**config.mk**
```make
export PLATFORM = sky130hd
export DESIGN_NAME = fetch_prefetch_queue
export DESIGN_NICKNAME = d
export VERILOG_FILES = /design/src/rtl/fetch_prefetch_queue.sv
export SDC_FILE = /design/constraint.sdc
export NUM_CORES = 1
export LEC_CHECK = 0
export BUFFER_PORTS_ARGS = -buffer_cell sky130_fd_sc_hd__buf_4
export CORE_MARGIN = 1.5
export CORE_UTILIZATION = 50
export DETAILED_ROUTE_END_ITERATION = 7
export PLACE_DENSITY = 0.78
export SLEW_MARGIN = 20
export SYNTH_ARGS = -nofsm -noshare
export SYNTH_HDL_FRONTEND = slang
export SYNTH_SLANG_ARGS = --single-unit
```
**constraint.sdc**
```tcl
create_clock -name clk -period 4.1 [get_ports clk]
set_input_delay 0 -clock clk [delete_from_list [all_inputs] [get_ports clk]]
set_output_delay 0 -clock clk [all_outputs]
set_load 0.005 [all_outputs]
```
**src/rtl/fetch_prefetch_queue.sv**
```systemverilog
// Instruction-fetch front end: issues imem requests ahead of decode, buffers returned
// words in order and feeds the F/D register; a redirect squashes queued and in-flight work.
module fetch_prefetch_queue #(
  parameter int XLEN = 32,
  parameter int DEPTH = 4,
  parameter int MAX_OUT = 2,
  parameter logic [XLEN-1:0] RESET_PC = '0
) (
  input  logic            clk,
  input  logic            reset,
  output logic            imem_req_valid,
  input  logic            imem_req_ready,
  output logic [XLEN-1:0] imem_req_addr,
  input  logic            imem_resp_valid,
  input  logic [31:0]     imem_resp_data,
  input  logic            redirect_valid,
  input  logic [XLEN-1:0] redirect_pc,
  input  logic            stallD,
  input  logic            FlushD,
  output logic [31:0]     InstrD,
  output logic [XLEN-1:0] PCD,
  output logic [XLEN-1:0] PCPlus4D,
  output logic            validD
);

  localparam int AW = (DEPTH > 1) ? $clog2(DEPTH) : 1;
  localparam int CW = $clog2(DEPTH + 1);
  localparam logic [31:0] NOP = 32'h0000_0013;
  localparam logic [XLEN-1:0] PC_STEP = XLEN'(4);

  logic [31:0]     r_qData [DEPTH];
  logic [XLEN-1:0] r_qPc   [DEPTH];
  logic [AW-1:0]   r_head;
  logic [AW-1:0]   r_tail;
  logic [CW-1:0]   r_count;
  logic [CW-1:0]   r_outstanding;
  logic [CW-1:0]   r_drop;
  logic [XLEN-1:0] r_fetchPc;
  logic [XLEN-1:0] r_respPc;

  logic [31:0]     r_instrD;
  logic [XLEN-1:0] r_pcD;
  logic [XLEN-1:0] r_pcPlus4D;
  logic            r_validD;

  logic w_respLive;
  logic w_push;
  logic w_dropResp;
  logic w_pop;
  logic w_budget;
  logic w_accept;

  // Queued entries plus in-flight fetches may never exceed the queue size, so a push always has room.
  assign w_budget   = ({1'b0, r_count} + {1'b0, r_outstanding}) < (CW+1)'(DEPTH);
  assign imem_req_valid = !reset && !redirect_valid && w_budget &&
                          (r_outstanding < CW'(MAX_OUT));
  assign imem_req_addr  = r_fetchPc;
  assign w_accept   = imem_req_valid && imem_req_ready;

  assign w_respLive = imem_resp_valid && (r_outstanding != '0);
  assign w_dropResp = w_respLive && (r_drop != '0);
  assign w_push     = w_respLive && (r_drop == '0) && !redirect_valid;
  assign w_pop      = !redirect_valid && !FlushD && !stallD && (r_count != '0);

  always_ff @(posedge clk) begin
    if (reset) begin
      r_fetchPc     <= RESET_PC;
      r_respPc      <= RESET_PC;
      r_head        <= '0;
      r_tail        <= '0;
      r_count       <= '0;
      r_outstanding <= '0;
      r_drop        <= '0;
    end else begin
      r_outstanding <= r_outstanding + CW'(w_accept) - CW'(w_respLive);
      if (redirect_valid) begin
        // Everything still in flight after this edge belongs to the squashed path.
        r_drop    <= r_outstanding - CW'(w_respLive);
        r_fetchPc <= redirect_pc;
        r_respPc  <= redirect_pc;
        r_head    <= '0;
        r_tail    <= '0;
        r_count   <= '0;
      end else begin
        if (w_accept) r_fetchPc <= r_fetchPc + PC_STEP;
        if (w_dropResp) r_drop <= r_drop - CW'(1);
        if (w_push) begin
          r_tail   <= r_tail + AW'(1);
          r_respPc <= r_respPc + PC_STEP;
        end
        if (w_pop) r_head <= r_head + AW'(1);
        r_count <= r_count + CW'(w_push) - CW'(w_pop);
      end
    end
  end

  always_ff @(posedge clk) begin
    if (w_push) begin
      r_qData[r_tail] <= imem_resp_data;
      r_qPc[r_tail]   <= r_respPc;
    end
  end

  // F/D register: redirect beats flush beats stall; no bypass from response to decode.
  always_ff @(posedge clk) begin
    if (reset) begin
      r_instrD   <= NOP;
      r_pcD      <= '0;
      r_pcPlus4D <= '0;
      r_validD   <= 1'b0;
    end else if (redirect_valid || FlushD) begin
      r_instrD <= NOP;
      r_validD <= 1'b0;
    end else if (!stallD) begin
      if (r_count != '0) begin
        r_instrD   <= r_qData[r_head];
        r_pcD      <= r_qPc[r_head];
        r_pcPlus4D <= r_qPc[r_head] + PC_STEP;
        r_validD   <= 1'b1;
      end else begin
        r_instrD <= NOP;
        r_validD <= 1'b0;
      end
    end
  end

  assign InstrD   = r_instrD;
  assign PCD      = r_pcD;
  assign PCPlus4D = r_pcPlus4D;
  assign validD   = r_validD;

endmodule
```
Yosys cells after proc, flatten, opt, wreduce, memory -nomap -nowiden

Memory sizes are Yosys's and may differ from the RTL's. A register that Yosys moved wholly into a read port is not among the register bits.
Cells that the tools add are included.

Input port bits: 71
Latch bits: 0
Memories kept: 2
Bits in read-only memories: 0
RAM bits: 256
Word-level logic and storage cells: 69
Register bits after elaboration: 174

Memories:

| memory  | words | width | read ports | clocked after memory_dff | write ports | RTL line | text |
|---|---|---|---|---|---|---|---|
| r_qData | 4     | 32    | 1          | 1                        | 1           | 31       | `logic [31:0] r_qData [DEPTH];` |
| r_qPc   | 4     | 32    | 1          | 1                        | 1           | 32       | `logic [XLEN-1:0] r_qPc [DEPTH];` |

$mul: 0
Equality and inequality tests: 0
Order comparisons: 2
Reduce and logical (&&, ||, !) cells: 26
Add/subtract/negate cells: 12
Div/mod/pow operators: 0
Multiplexer cells: 14
Bitwise operators: 2
Shifts and indexed selects: 0

Operators with widths:

| kind                    | number |
|---|---|
| $mux W32                | 5 |
| $add A32 B3 Y32 const B | 3 |
| $logic_and A1 B1 Y1     | 11 |
| $reduce_bool A3 Y1      | 3 |
| $sub A3 B1 Y3           | 3 |
| $mux W2                 | 4 |
| $add A3 B1 Y3           | 2 |
| $mux W3                 | 2 |
| $reduce_bool A2 Y1      | 3 |
| $add A2 B1 Y2 const B   | 2 |
| $add A3 B3 Y4           | 1 |
| $logic_not A1 Y1        | 4 |
| $lt A4 B3 Y1 const B    | 1 |
| $reduce_or A2 Y1        | 2 |
| $logic_not A3 Y1        | 1 |
| $lt A3 B2 Y1 const B    | 1 |
| $mux W1                 | 3 |
| $reduce_and A3 Y1       | 1 |
| $sub A3 B1 Y3 const B   | 1 |
| $not A1 Y1              | 2 |
| $logic_or A1 B1 Y1      | 1 |

Depth between registers and ports, before layout

Word-level depth: 7
Depth in mapped cells: 13
Mapped depth without buffers: 12

Worst setup path after synthesis

No wires, ideal clock.

Path kind: reg-to-reg
Start point: reg r_outstanding[2]
End point: reg r_outstanding[2]
Data arrival time: 2.777 ns
Path buffers: 2
Clock period less this slack: 2.905 ns
Path slack: 1.195 ns
Data required time: 3.972 ns
Cell stages (with the launch flop): 13
Library setup time: 0.128 ns
Path through: dfxtp_1 ha_1 nor4b_1 and4_1 clkbuf_1 clkinv_1 clkbuf_1 ha_1 inv_1 ha_1 fa_1 xor2_1 nor2_1

Word-level cells in the longest chain between the ends: 7
Elaborated cells on any way between the ends: 10
Those cells by class: 3 x add/sub; 2 x order compare; 5 x reduce/logical

RTL lines:

| element                           | RTL line | text |
|---|---|---|
| from (decl)                       | 36       | `logic [CW-1:0] r_outstanding;` |
| from (signal assigned)            | 75       | `r_outstanding <= r_outstanding + CW'(w_accept) - CW'(w_respLive);` |
| $add A3 B3 Y4                     | 54       | `assign w_budget = ({1'b0, r_count} + {1'b0, r_outstanding}) < (CW+1)'(DEPTH);` |
| $lt A4 B3 Y1                      | 54       |  |
| $logic_and A1 B1 Y1 (2 in series) | 55       | `assign imem_req_valid = !reset && !redirect_valid && w_budget &&` |
| $logic_and A1 B1 Y1               | 58       | `assign w_accept = imem_req_valid && imem_req_ready;` |
| $add A3 B1 Y3                     | 75       |  |
| $sub A3 B1 Y3 (*)                 | 75       |  |

Every way passes the cells marked *; elsewhere a longest branch is shown, timed or not.
A chain may end at the register's enable or synchronous reset.

==> results.md <==
- Final #Nets: 1693
- Largest net degree at the start of global routing: 84
- Synth top area share: 43.7%
- CP required: 4.55 ns
- Die H: 191 um
- Fin. max-slew vios: 0
- CP max stage cell: dfxtp_4
- Clock skew: 0.0141 ns
- Fmax: 341 MHz
- Clock power frac: 40.3%
- Sequential share of the synthesized area: 63.5%
- Kind of critical path: register to register
- Setup TNS: 0 ns
- Worst path arrival time: 3.38 ns
- Share of layout cells above drive strength 1: 22.4%
- Rows: 68
- Final Cycle Share: 71.6%
- DR DRC count: 0
- Most frequent cells in the layout: edfxtp_1 (256), buf_4 (220), dfxtp_1 (172)
- Commonest non-fill, non-tap cell in the layout: edfxtp_1
- Fillers: 2584
- Startpoint types: register
- Yosys reg bits: 430
- Slew at the pin with the worst max-slew slack: 0.929 ns
- YS warnings: 0
- Most used DFF post-synth: edfxtp_1
- EDFF count, synth: 256
- Crit-path max FO: 31
- Routed WL: 41000 um
- Power per cell area: 443 nW/um2
- CTS Buffer Depth: 3
- Final HPWL DP: 25800 um
- Buffers on Ports: 200
- Worst path cell trace: mux4_2 > ha_1 > nand2_1 > or3_1 > or4_1 > a311oi_1
- Slew Limit Headroom: 37.6%
- Area Overhead vs Synth: 22.8%
- MaxCap Viol Count: 0
- Int Pwr: 7.37 mW
- Initial Utilization: 50.9%
- First-pass GRT wire length: 64700 um
- RSZ-0062 raised after global routing: no
- CTS Buf Count: 43
- GRT Residual Overflow: 0
- Tmin final: 2.94 ns
- Clock sinks: 430
- Vias per inst: 5.82
- Mapped Nets: 1434
- DIE AREA: 36300 um2
- Unique masters post-synth: 72
- Die Wd: 191 um
- Switching part of the total: 23.0%
- Post-CTS Setup Inserts: 0
- Post-route ant nets: 0
- Hold-fix buffers, CTS: 71
- Gates resized, CTS repair: 0
- Root Driver: clkbuf_16
- Tightest Hold Check Type: primary input to register
- Crit path max-delay family: simple AND/OR/NAND/NOR gates
- Cell count after synthesis: 1343
- Mapped Area: 17600 um2
- I/O Pins: 201
- Maximum vdd drop: 0.266 mV
- Combinational power share: 8.7%
- PnR Total Power: 9.57 mW
- GRT Overall Usage: 22.6%
- Final setup violation count: 0
- P_leak: 7.45 nW
- Via count: 12200
- GP Congestion: 0.860
- Delay of the slowest cell on the worst path: 0.69 ns
- Core box area: 34500 um2
- Vias in the first global route: 12000
- Routed length per instance: 19.6 um
- Status: complete, no violations
- Syn_area_per_cell: 13.1 um2
- Clock latency on the worst-skew pair: 0.54 ns
- Final hold violations: 0
- Largest area contributor in the synthesized netlist: edfxtp_1
- P_sw: 2.20 mW
- Worst Path Buf+Inv: 0
- H-tree depth: 2
- Sequential power share: 51.0%
- Async set-reset flop share out of synthesis: 0%
- Initial antenna violation count: 2
- Area contributors post-synth: edfxtp_1 (44%), dfxtp_1 (20%), mux4_2 (6.3%)
- DR iter-0 viols: 952
- First-pass DRT Iterations: 5
- Worst-path clk slew: 0.07 ns
- CTS tree: yes
- Crit path capture type: register
-- worst register-to-register path, cell delays in order (launching register included) --
cell      delay (ns)
dfxtp_4         0.69
mux4_2          0.43
ha_1            0.22
nand2_1         0.17
or3_1           0.56
or4_1           0.51
a311oi_1        0.27
-- power groups by stage --
stage                     clock network (mW)  logic, mW  registers (mW)
final                                   3.85      0.837            4.88
after global routing                    4.10      0.928            4.89
after CTS                               3.92      0.836            4.88
after detailed placement                   0      0.773            4.97
after global placement                     0      0.750            4.95
after floorplan                            0      0.508            4.93
-- synth_stat cells, types with 18 or more instances --
| cell type | count |
|---|---|
| a211oi_1 | 19 |
| a21oi_1 | 62 |
| a22oi_1 | 30 |
| a311oi_1 | 23 |
| a31oi_1 | 28 |
| clkbuf_1 | 61 |
| dfxtp_1 | 174 |
| edfxtp_1 | 256 |
| ha_1 | 18 |
| inv_1 | 38 |
| mux4_2 | 49 |
| nand2_1 | 134 |
| nand3_1 | 31 |
| nand4_1 | 26 |
| nor2_1 | 103 |
| nor3_1 | 20 |
| o21ai_0 | 24 |
| xnor2_1 | 26 |
-- per-stage QoR --
stage               cell area (um2)  hold slack [ns]  setup WS [ns]  std cells  util (%)
floorplan                     17600           0.0989           1.20       1343         -
global placement              19500            0.199           1.26       1941      56.4
detailed placement            19500            0.205           1.13       1941      56.4
CTS                           21600           0.0995           1.11       2090      62.5
global route                  21600            0.133          0.997       2092      62.5
finish                        21600            0.121           1.16       2092      62.5
-- cell type report --
type / count / area (um2) / area share (%)
sequential: 430 / 11200 / 51.7
clock inverter: 25 / 244 / 1.13
inverter: 40 / 150 / 0.695
multi-input combinational: 794 / 5910 / 27.4
antenna: 2 / 5.00 / 0.0232
clock buffer: 53 / 1140 / 5.29
tap: 455 / 569 / 2.64
timing repair buffer: 293 / 2400 / 11.1
-- logic make-up after synthesis --
group	count (synthesis)	synth area share, %
compound gates	249	9.55
xor+xnor	41	2.04
fa+ha+maj	20	1.51
buf+inv	119	2.94
flops	430	63.5
mux	65	8.57
simple gates	419	11.9
-- state kept, by name, summed over array words and instances (netlist names), named ones only --
signal,cells
r_tail,2
r_qPc,128
r_outstanding,3
InstrD,32
PCD,32
r_drop,3
PCPlus4D,30
r_qData,128
r_count,3
r_respPc,32
imem_req_addr,32
validD,1
r_head,2
-- metal layers --
| layer | part of all wire (%) | up-vias | track usage [%] | routed length, um |
|---|---|---|---|---|
| li1 | - | 5655 | - | - |
| met1 | 43 | 6004 | 31.6 | 17800 |
| met2 | 47 | 450 | 36.4 | 19500 |
| met3 | 6.8 | 76 | 3.68 | 2780 |
| met4 | 2.5 | 0 | 7.42 | 1020 |
| met5 | 0 | - | 0 | 0 |
-- path summary, 6_finish.rpt --
path                                     startpoint                       endpoint  slack [ns]  cells past startpoint
worst max-delay path                       register      PCPlus4D[20]$_SDFFE_PP0P_        1.16                      6
worst min-delay path                 imem_req_ready  imem_req_addr[3]$_SDFFE_PP0P_        0.12                      5
worst max register to register             register      PCPlus4D[20]$_SDFFE_PP0P_        1.16                      6
worst min register to register  PCD[3]$_SDFFE_PP0P_            PCD[3]$_SDFFE_PP0P_        0.46                      2
(Power assumes the default switching activity.)
